[config.mk]
export PLATFORM = sky130hd
export DESIGN_NAME = uart_tx_buffered
export DESIGN_NICKNAME = d
export VERILOG_FILES = /design/src/rtl/uart_pkg.sv /design/src/rtl/sync_fifo.sv /design/src/rtl/uart_tx_buffered.sv
export SDC_FILE = /design/constraint.sdc
export NUM_CORES = 1
export LEC_CHECK = 0
export BUFFER_PORTS_ARGS = -buffer_cell sky130_fd_sc_hd__buf_4
export CAP_MARGIN = 25
export CORE_MARGIN = 4
export CORE_UTILIZATION = 30
export CTS_CLUSTER_DIAMETER = 50
export DETAILED_ROUTE_END_ITERATION = 8
export PLACE_DENSITY = 0.43
export SLEW_MARGIN = 5
export SYNTH_ARGS = -nofsm -noshare
export SYNTH_HDL_FRONTEND = slang
export SYNTH_SLANG_ARGS = --single-unit
[constraint.sdc]
create_clock -name clk -period 2.3 [get_ports clk]
set_clock_uncertainty 0.2 [all_clocks]
set_input_delay 0.575 -clock clk [delete_from_list [all_inputs] [get_ports clk]]
set_output_delay 0.575 -clock clk [all_outputs]
set_load 0.005 [all_outputs]
[src/rtl/uart_pkg.sv]
// rtl/uart_pkg.sv - shared UART bit timing, frame constants and FSM state encodings
package uart_pkg;
    localparam int FRAME_BITS = 10;
    localparam int DATA_BITS  = FRAME_BITS - 2;

    typedef enum logic [2:0] {
        ST_IDLE  = 3'd0,
        ST_LOAD  = 3'd1,
        ST_START = 3'd2,
        ST_DATA  = 3'd3,
        ST_STOP  = 3'd4
    } uart_state_t;

    function automatic int symbol_edge_time(input int clock_freq, input int baud_rate);
        return clock_freq / baud_rate;
    endfunction
endpackage

[src/rtl/sync_fifo.sv]
// rtl/sync_fifo.sv - single-clock FIFO with registered full/empty flags
module sync_fifo #(
    parameter int WIDTH = 8,
    parameter int DEPTH = 8
) (
    input  logic             clk,
    input  logic             reset,
    input  logic [WIDTH-1:0] enq_data,
    input  logic             enq_valid,
    output logic             enq_ready,
    output logic [WIDTH-1:0] deq_data,
    output logic             deq_valid,
    input  logic             deq_ready
);
    localparam int PW = $clog2(DEPTH);

    logic [WIDTH-1:0] mem [DEPTH];
    logic [PW-1:0]    wr_ptr;
    logic [PW-1:0]    rd_ptr;
    logic [PW:0]      count;
    logic [PW:0]      count_d;
    logic             full;
    logic             empty;
    logic             push;
    logic             pop;

    // Flags come from registered occupancy, so a pop never frees a slot in the same cycle.
    assign push      = enq_valid && !full;
    assign pop       = deq_ready && !empty;
    assign enq_ready = !full;
    assign deq_valid = !empty;
    assign deq_data  = mem[rd_ptr];

    always_comb begin
        count_d = count;
        if (push && !pop) begin
            count_d = count + 1'b1;
        end else if (pop && !push) begin
            count_d = count - 1'b1;
        end
    end

    always_ff @(posedge clk) begin
        if (reset) begin
            wr_ptr <= '0;
            rd_ptr <= '0;
            count  <= '0;
            full   <= 1'b0;
            empty  <= 1'b1;
        end else begin
            if (push) begin
                wr_ptr <= wr_ptr + 1'b1;
            end
            if (pop) begin
                rd_ptr <= rd_ptr + 1'b1;
            end
            count <= count_d;
            full  <= (count_d == (PW+1)'(DEPTH));
            empty <= (count_d == '0);
        end
    end

    always_ff @(posedge clk) begin
        if (push) begin
            mem[wr_ptr] <= enq_data;
        end
    end
endmodule

[src/rtl/uart_tx_buffered.sv]
// rtl/uart_tx_buffered.sv - buffered 8N1 UART transmitter, FIFO-fed, LSB first
module uart_tx_buffered
    import uart_pkg::*;
#(
    parameter int CLOCK_FREQ = 125_000_000,
    parameter int BAUD_RATE  = 115_200,
    parameter int FIFO_DEPTH = 8
) (
    input  logic       clk,
    input  logic       reset,
    input  logic [7:0] data_in,
    input  logic       data_in_valid,
    output logic       data_in_ready,
    output logic       serial_out,
    output logic       busy
);
    localparam int SYMBOL_EDGE_TIME = symbol_edge_time(CLOCK_FREQ, BAUD_RATE);
    localparam int CW = (SYMBOL_EDGE_TIME > 1) ? $clog2(SYMBOL_EDGE_TIME) : 1;
    localparam logic [CW-1:0] CYC_LAST = CW'(SYMBOL_EDGE_TIME - 1);
    localparam logic [3:0]    BIT_LAST = 4'(DATA_BITS - 1);

    uart_state_t   state;
    uart_state_t   state_d;
    logic [CW-1:0] cyc_cnt;
    logic [CW-1:0] cyc_cnt_d;
    logic [3:0]    bit_cnt;
    logic [3:0]    bit_cnt_d;
    logic [7:0]    shift;
    logic [7:0]    shift_d;
    logic          serial_q;
    logic          serial_d;
    logic          busy_q;
    logic          busy_d;
    logic [7:0]    fifo_data;
    logic          fifo_valid;
    logic          fifo_pop;
    logic          bit_end;

    sync_fifo #(
        .WIDTH(8),
        .DEPTH(FIFO_DEPTH)
    ) u_fifo (
        .clk       (clk),
        .reset     (reset),
        .enq_data  (data_in),
        .enq_valid (data_in_valid),
        .enq_ready (data_in_ready),
        .deq_data  (fifo_data),
        .deq_valid (fifo_valid),
        .deq_ready (fifo_pop)
    );

    assign bit_end    = (cyc_cnt == CYC_LAST);
    assign serial_out = serial_q;
    assign busy       = busy_q;

    always_comb begin
        state_d   = state;
        cyc_cnt_d = cyc_cnt;
        bit_cnt_d = bit_cnt;
        shift_d   = shift;
        fifo_pop  = 1'b0;
        case (state)
            ST_IDLE: begin
                if (fifo_valid) begin
                    state_d = ST_LOAD;
                end
            end
            ST_LOAD: begin
                fifo_pop  = 1'b1;
                shift_d   = fifo_data;
                cyc_cnt_d = '0;
                bit_cnt_d = '0;
                state_d   = ST_START;
            end
            ST_START: begin
                cyc_cnt_d = bit_end ? '0 : cyc_cnt + 1'b1;
                if (bit_end) begin
                    state_d = ST_DATA;
                end
            end
            ST_DATA: begin
                cyc_cnt_d = bit_end ? '0 : cyc_cnt + 1'b1;
                if (bit_end) begin
                    shift_d = {1'b0, shift[7:1]};
                    if (bit_cnt == BIT_LAST) begin
                        bit_cnt_d = '0;
                        state_d   = ST_STOP;
                    end else begin
                        bit_cnt_d = bit_cnt + 1'b1;
                    end
                end
            end
            ST_STOP: begin
                cyc_cnt_d = bit_end ? '0 : cyc_cnt + 1'b1;
                if (bit_end) begin
                    state_d = fifo_valid ? ST_LOAD : ST_IDLE;
                end
            end
            default: begin
                state_d = ST_IDLE;
            end
        endcase

        // The line register is loaded from the next state so it changes on the same edge as the FSM.
        case (state_d)
            ST_START: serial_d = 1'b0;
            ST_DATA:  serial_d = shift_d[0];
            default:  serial_d = 1'b1;
        endcase

        busy_d = (state_d != ST_IDLE) || fifo_valid || (data_in_valid && data_in_ready);
    end

    always_ff @(posedge clk) begin
        if (reset) begin
            state    <= ST_IDLE;
            cyc_cnt  <= '0;
            bit_cnt  <= '0;
            shift    <= '0;
            serial_q <= 1'b1;
            busy_q   <= 1'b0;
        end else begin
            state    <= state_d;
            cyc_cnt  <= cyc_cnt_d;
            bit_cnt  <= bit_cnt_d;
            shift    <= shift_d;
            serial_q <= serial_d;
            busy_q   <= busy_d;
        end
    end
endmodule

* Word-level counts from Yosys, hierarchy flattened *
Memories as Yosys holds them, arrays and structs flattened. A register that Yosys moved wholly into a read port is not among the register bits.
Cells that the tools add are included.

operators by class
  equal/unequal tests = 10
  mux-type cells = 22
  reduce and logical (&&, ||, !) cells = 17
  add/sub/neg operators = 6

operator list
  cell                                                                 number
  11-bit one-hot mux with 2 select lines                               1
  3-bit two-way mux                                                    7
  4-bit two-way mux                                                    4
  8-bit one-hot mux with 2 select lines                                1
  3-bit one-hot mux with 5 select lines                                1
  3-bit by 2-bit == test with 1-bit output (second input constant)     4
  11-bit by 1-bit adder with 11-bit output (second input constant)     1
  11-bit == test (second input constant)                               1
  11-bit two-way mux                                                   1
  4-bit by 1-bit adder with 4-bit output (second input constant)       2
  8-bit two-way mux                                                    1
  4-bit one-hot mux with 2 select lines                                1
  3-bit by 1-bit adder with 3-bit output (second input constant)       2
  4-bit by 3-bit == test with 1-bit output (second input constant)     1
  4-bit == test (second input constant)                                1
  1-bit logical AND                                                    4
  1-bit zero test                                                      4
  4-bit zero test                                                      1
  1-bit two-way mux                                                    4
  2-bit nonzero test                                                   2
  4-bit by 1-bit subtractor with 4-bit output (second input constant)  1
  3-bit by 1-bit == test with 1-bit output (second input constant)     1
  3-bit == test (second input constant)                                1
  3-bit zero test                                                      1
  other kinds (6)                                                      7

word-level totals
  memories = 1
  memory bits (writable) = 64
  register bits after elaboration = 40
  word-level logic and storage cells = 68
  output and inout bits = 3
  bits of input ports = 11

memories
  name        words  bits a word  read ports  clocked after Yosys merged registers in  write ports  line             text
  u_fifo.mem  8      8            1           1                                        1            sync_fifo.sv:17  logic [WIDTH-1:0] mem [DEPTH];

* Depth between registers and ports, before layout *
Gate-level depths: netlist of run 1.

  word-level depth = 7
  gate-level depth with buffers = 9
  mapped depth without buffers = 7

* Hierarchy *
Synthesis of run 1 repeated with hierarchy kept, for this count alone.

second synthesis, totals
  cells, all modules = 347
  area total of the unflattened synthesis = 4648.2 µm²

modules (own cells, without submodules)
  module            cells each  instances  area an instance (µm²)  sequential area each (µm²)
  sync_fifo         177         1          3189.3                  2222.1
  uart_tx_buffered  170         1          1458.9                  560.5

* Worst setup path before layout of run 1 *
OpenSTA, ideal clock, no wires.

  path kind = input to register
  from = input port data_in_valid
  to = memory u_fifo.mem[4][0] (enable)
  required time = 1.702 ns
  path buffers = 1
  cell stages on the path = 3
  data arrival time = 1.810 ns
  slack = -0.107 ns
  library setup time = 0.398 ns
  cell sequence = nand2b_1 > clkbuf_1 > nor4b_1

between the ends
  cells in the longest elaborated chain, start to end = 3

ends and longest elaborated chain
  what                                     line                    text
  from (decl)                              uart_tx_buffered.sv:12  input logic data_in_valid,
  1-bit logical AND                        sync_fifo.sv:28         assign push = enq_valid && !full;
  1-bit two-way mux                        sync_fifo.sv:64         if (push) begin
  1-bit two-way mux (not written as such)  sync_fifo.sv:65         mem[wr_ptr] <= enq_data;
  to (decl)                                sync_fifo.sv:17

No other way between the ends.

==> results of run 1 <==
synth_stat cells (2+ instances only):
library cell / number
buf_6: 2
nor2_1: 38
a221o_1: 6
a22oi_1: 3
a211oi_1: 3
xnor2_1: 11
xor2_1: 7
a21oi_1: 7
nand2b_1: 3
mux4_1: 5
a31oi_1: 2
nor4_1: 3
dfxtp_1: 43
ha_1: 7
mux2_2: 3
nand3_1: 10
and3_1: 2
a21o_1: 2
buf_2: 4
o21ai_0: 3
nor3_1: 12
and2_1: 2
or4_1: 2
mux2i_1: 7
or3_1: 2
edfxtp_1: 64
inv_1: 8
nand4_1: 2
nor2b_1: 3
nand2_1: 18
mux4_2: 11
nor3b_1: 2
clkbuf_1: 10
routing by layer:
metal / routed length (um) / global-route usage (%) / share of wire, % / up-vias
met5: 0 / 0 / 0 / -
met4: 135 / 4.03 / 1.6 / 0
met3: 227 / 3.13 / 2.6 / 10
met2: 4330 / 18.5 / 50 / 30
met1: 3930 / 14.1 / 46 / 1305
li1: - / - / - / 1280
power by group through the flow:
| stage | Sequential, mW | Clock [mW] | Combinational [mW] |
|---|---|---|---|
| after CTS | 2.15 | 1.55 | 0.378 |
| after detailed placement | 2.20 | 0 | 0.377 |
| after global placement | 2.20 | 0 | 0.375 |
| after global routing | 2.16 | 1.62 | 0.421 |
| final | 2.15 | 1.48 | 0.375 |
| after floorplan | 2.18 | 0 | 0.266 |
layout make-up:
cell class                      instances  area (sq um)
Fill cell                            1421          9360
Timing Repair Buffer                   36           274
Clock buffer                           10           229
Clock inverter                          6          58.8
Sequential cell                       107          2780
Inverter                                8          30.0
Tap cell                              184           230
Multi-Input combinational cell        193          1570
worst max-delay path by stage:
stage | end | cells after the start | from | slack [ns]
6_report | serial_out$_SDFF_PP1_ | 5 | register | 0.13
5_1_grt | serial_out$_SDFF_PP1_ | 5 | register | 0.005
4_1_cts | shift[4]$_SDFFE_PP0P_ | 7 | cyc_cnt[0]$_SDFFE_PP0P_ | 0.10
3_5_place_dp | shift[3]$_SDFFE_PP0P_ | 7 | cyc_cnt[0]$_SDFFE_PP0P_ | 0.01
3_3_place_gp | shift[5]$_SDFFE_PP0P_ | 7 | cyc_cnt[0]$_SDFFE_PP0P_ | 0.08
2_1_floorplan | u_fifo.mem[6][0]$_DFFE_PP_ | 3 | data_in_valid | -0.02
flip-flops by register name, indices dropped and copies added, names as in the netlist, named ones only:
signal / cells
u_fifo.count: 4
u_fifo.empty: 1
bit_cnt: 4
u_fifo.rd_ptr: 3
cyc_cnt: 11
u_fifo.mem: 64
serial_out: 1
busy: 1
shift: 8
u_fifo.full: 1
state: 3
u_fifo.wr_ptr: 3
cell families after synthesis:
group	synth area share [%]
compound gates	6.40
xor+xnor	3.55
fa+ha+maj	1.97
buf+inv	2.68
flops	62.7
mux	10.9
simple gates	11.8
what timing repair did:
action                     in CTS  in global routing
pin swaps                       0                  0
setup endpoints to repair       2                  8
gates resized for setup         1                  3
buffers inserted                0                  0
critical path, cell delays in order (launching register included):
cell	delay (ns)
dfxtp_1	0.44
mux4_1	0.58
mux2_2	0.28
a22o_1	0.20
a311oi_2	0.22
o21ai_1	0.12
through the flow:
| stage | area (sq um) | total power [mW] | util [%] |
|---|---|---|---|
| after floorplan | 4450 | 2.44 | - |
| after global placement | 4860 | 2.57 | 33.5 |
| after detailed placement | 4860 | 2.57 | 33.5 |
| after CTS | 5160 | 4.08 | 35.5 |
| after global routing | 5170 | 4.20 | 35.6 |
| final | 5170 | 4.01 | 35.6 |
==> results.yml, run 1 <==
final_layout:
  final_cell_mix: "edfxtp_1 (64), dfxtp_1 (43), nor2_1 (38)"
  drive_gt1_share_pct: 20.6
  antenna_cells: 0
  fin_cells: 544
  final_common_cell: "edfxtp_1"
  area_growth_pct: 16.5
  final_nets: 373
cts:
  path_clk_slew_ns: 0.08
  hold_buffers: 0
  clk_path_buf_depth: 2
  cts_tree: "done"
  cts.sinks: 107
  root_buffer: "clkbuf_16"
  numCtsBuffers: 9
  cts_htree_levels: 3
  clock_latency_ns: 0.35
placement:
  hpwl_mm: 5.83
  port_buffers: 13
  gp_congestion: 0.745
  place_ws_ns: 0.00998
  placed_cells: 528
setup_path:
  crit_type: "register to register"
  r2r-end: "serial_out$_SDFF_PP1_"
  worst_r2r_path_depth: 5
  start_kind: "register"
  cp_max_fo: 4
  r2r_slack_ns: 0.13
  cp.arrival_ns: 2.19
  cp.required_ns: 2.32
  cp-end-kind: "register"
timing:
  max_freq_mhz: 460
  finalCritPeriodShare_pct: 94.4
  maxSlewViolCount: 0
  setup-tns-final_ns: 0
  period_needed_ns: 2.17
  setup_slack_ns: 0.128
  worst_slew_pin_slew_ns: 0.515
  hold_violations: 0
  max-slew-margin-rel_pct: 65.3
  grt_setup_unrepaired: "no"
  setup_viol: 0
  hold_ws_ns: 0.256
job:
  maxCapViolCount: 0
route:
  routed_via_density: 4.83
  antenna_left: 0
  drt_iter0_markers: 212
  drc_errors: 0
  dr.pass1.iters: 4
  vias: 2625
  avgRoutedWirePerCell_um: 15.8
  postRouteWirelength_mm: 8.62
power_and_ir_drop:
  internal_power_mw: 3.04
  p_per_area_mw_per_mm2: 775
  p_seq_share_pct: 53.7
  p_switching_mw: 0.972
  vdd_drop_max_uv: 416
  pwr-share-comb_pct: 9.4
  swShare_pct: 24.3
  clkPwrFrac_pct: 36.9
  p_leak_nw: 1.77
floorplan:
  dieArea_sq_mm: 0.0168
  start_util_pct: 30.5
  dieHeight_um: 130
  die_w_um: 130
  io_pins: 14
  fp-row-count: 44
  coreArea_sq_mm: 0.0145
logic_synthesis:
  syn_inst: 326
  syn_avg_cell_area_sq_um: 13.6
  synth.top_cell.area_share_pct: 43.3
  synth_ff_type: "edfxtp_1"
  yosysWarnings: 0
  ys_seq_area_share_pct: 62.7
  async_reset_ff_share_pct: 0
  synth_edf_count: 64
  yosys.cell_types.count: 52
  synth_top_area_cell: "edfxtp_1"
  synthTopCellsByArea: "edfxtp_1 (43%), dfxtp_1 (19%), mux4_2 (5.6%)"
  syn_area_sq_mm: 0.00444
  synth_nets: 344
  synth-seq-cells: 107
grt:
  grt_max_degree: 20
  antenna_found_initial: 0
  grt_pass1_wl_mm: 14.2
  grt-ovfl-total: 0
  track_usage_pct: 11.2
  grt_pass1_vias: 2628
hold_path:
  min_from: "data_in[4]"
  hold_depth: 1
  hold_class: "input pin to register"
  holdPathEnd: "u_fifo.mem[7][4]$_DFFE_PP_"
run_status:
  status: "complete, no violations"
No activity file was read; power rests on OpenSTA's default activity.
==> run 2, diff against run 1 <==
--- a/config.mk
+++ b/config.mk
@@ -5,13 +5,13 @@
 export SDC_FILE = /design/constraint.sdc
 export NUM_CORES = 1
 export LEC_CHECK = 0
-export BUFFER_PORTS_ARGS = -buffer_cell sky130_fd_sc_hd__buf_4
+export BUFFER_PORTS_ARGS = -buffer_cell sky130_fd_sc_hd__buf_2
 export CAP_MARGIN = 25
 export CORE_MARGIN = 4
 export CORE_UTILIZATION = 30
 export CTS_CLUSTER_DIAMETER = 50
 export DETAILED_ROUTE_END_ITERATION = 8
-export PLACE_DENSITY = 0.43
+export PLACE_DENSITY = 0.44
 export SLEW_MARGIN = 5
 export SYNTH_ARGS = -nofsm -noshare
 export SYNTH_HDL_FRONTEND = slang
==> results.yml, run 2 (synthesized netlist as in run 1, its figures left out) <==
run_status:
  status: "complete, no violations"
hold_path:
  hold_class: "input pin to register"
  holdPathEnd: "u_fifo.mem[7][5]$_DFFE_PP_"
  min_from: "data_in[5]"
  hold_depth: 1
power_and_ir_drop:
  finalPower_mw: 3.98
  clkPwrFrac_pct: 36.9
  p_seq_share_pct: 54.2
  pwr-share-comb_pct: 8.9
  p_switching_mw: 0.967
  p_per_area_mw_per_mm2: 780
  vdd_drop_max_uv: 486
  internal_power_mw: 3.01
  p_leak_nw: 1.73
  swShare_pct: 24.3
placement:
  gp_congestion: 0.738
  port_buffers: 13
  postPlaceCellArea_sq_mm: 0.00482
  hpwl_mm: 5.69
final_layout:
  fill_cells: 1431
  multi_input_area_sq_mm: 0.00156
  reg.largest.list: "u_fifo.mem (64), cyc_cnt (11), shift (8)"
  antenna_cells: 0
  final_nets: 371
  final_common_cell: "edfxtp_1"
  regArea_sq_mm: 0.00278
  top_register: "u_fifo.mem"
  drive_gt1_share_pct: 19.9
  finalInstanceArea_sq_mm: 0.00510
  largest_reg_flops: 64
  final_cell_mix: "edfxtp_1 (64), dfxtp_1 (43), nor2_1 (38)"
  area_growth_pct: 14.9
floorplan:
  dieArea_sq_mm: 0.0168
  dieHeight_um: 130
  fp-row-count: 44
  io_pins: 14
  coreArea_sq_mm: 0.0145
  start_util_pct: 30.5
  die_w_um: 130
timing:
  max_freq_mhz: 459
  max-slew-margin-rel_pct: 68.8
  finalCritPeriodShare_pct: 94.6
  worst_slew_pin_slew_ns: 0.463
  hold_violations: 0
  hold_ws_ns: 0.289
  grt_setup_unrepaired: "no"
  period_needed_ns: 2.18
  setup_viol: 0
  maxSlewViolCount: 0
grt:
  grt-ovfl-total: 0
  grt_max_degree: 20
  grt_pass1_vias: 2535
  grt_pass1_wl_mm: 13.7
  grt_use_met2_pct: 16.7
  grt.met1_usage_pct: 14.7
  track_usage_pct: 10.9
  antenna_found_initial: 0
  grt-busiest-layer: "met2"
  grt_use_met3_pct: 3.05
setup_path:
  path_cells: "mux4_1, mux2_2, a22o_1, a311oi_2, o21ai_1"
  r2r-end: "serial_out$_SDFF_PP1_"
  worst_r2r_path_depth: 5
  cp.arrival_ns: 2.20
  cp.required_ns: 2.32
  max_stage_delay_ns: 0.58
  cp-end-kind: "register"
  crit_family: "multiplexers"
  crit_type: "register to register"
  start_kind: "register"
  cp_slowest_cell: "mux4_1"
  cp_max_fo: 4
  r2r_slack_ns: 0.12
  path_buf_inv: 0
cts:
  root_buffer: "clkbuf_16"
  path_clk_slew_ns: 0.08
  numCtsBuffers: 9
  clock_latency_ns: 0.35
  cts.sinks: 107
  clk_path_buf_depth: 2
  cts_tree: "done"
  cts_htree_levels: 3
route:
  antenna_left: 0
  drt_iter0_markers: 174
  postRouteWirelength_mm: 8.37
  dr.pass1.iters: 4
  routed_via_density: 4.73
  avgRoutedWirePerCell_um: 15.5
  drc_errors: 0
  vias: 2558
job:
  maxCapViolCount: 0
==> run 2: cell type report <==
class	instances	area share [%]
clock buffer	9	4.42
clock inverter	6	1.05
inverter	8	0.589
multi-input combinational	193	30.5
sequential	107	54.6
tap	184	4.51
timing repair buffer	34	4.37
==> run 2: worst max path at each step <==
stage | slack [ns] | cells after the start | startpoint | endpoint
6_report | 0.12 | 5 | register | serial_out$_SDFF_PP1_
2_1_floorplan | -0.02 | 3 | data_in_valid | u_fifo.mem[6][0]$_DFFE_PP_
4_1_cts | 0.1 | 5 | register | serial_out$_SDFF_PP1_
3_3_place_gp | 0.13 | 5 | register | serial_out$_SDFF_PP1_
5_1_grt | 0.008 | 5 | register | serial_out$_SDFF_PP1_
3_5_place_dp | 0.13 | 7 | cyc_cnt[0]$_SDFFE_PP0P_ | shift[5]$_SDFFE_PP0P_
==> run 2: metrics by stage <==
| stage | utilization, % | setup WS, ns | TNS [ns] | instances |
|---|---|---|---|---|
| 2_1_floorplan | - | -0.0240 | -0.253 | 326 |
| 3_3_place_gp | 33.1 | 0.129 | 0 | 526 |
| 3_5_place_dp | 33.1 | 0.127 | 0 | 526 |
| 4_1_cts | 35.1 | 0.0991 | 0 | 541 |
| 5_1_grt | 35.1 | 0.00758 | 0 | 541 |
| 6_report | 35.1 | 0.124 | 0 | 541 |
==> run 2: metal layers <==
layer  vias up  part of all wire (%)
li1       1279                     -
met1      1239                    47
met2        32                    48
met3         8                   3.9
met4         0                   1.7
met5         -                     0
==> run 2: repair_timing <==
item | in CTS | in global routing
hold buffers | 0 | 0
endpoints found under the setup margin | 0 | 6
buffers inserted | 0 | 0
gates resized for setup | 0 | 1
==> run 2: power groups by stage <==
stage                     clock network, mW  registers [mW]  logic (mW)
after floorplan                           0            2.18       0.266
after CTS                              1.52            2.16       0.361
after global placement                    0            2.20       0.355
after global routing                   1.59            2.17       0.403
after detailed placement                  0            2.20       0.359
final                                  1.47            2.16       0.355
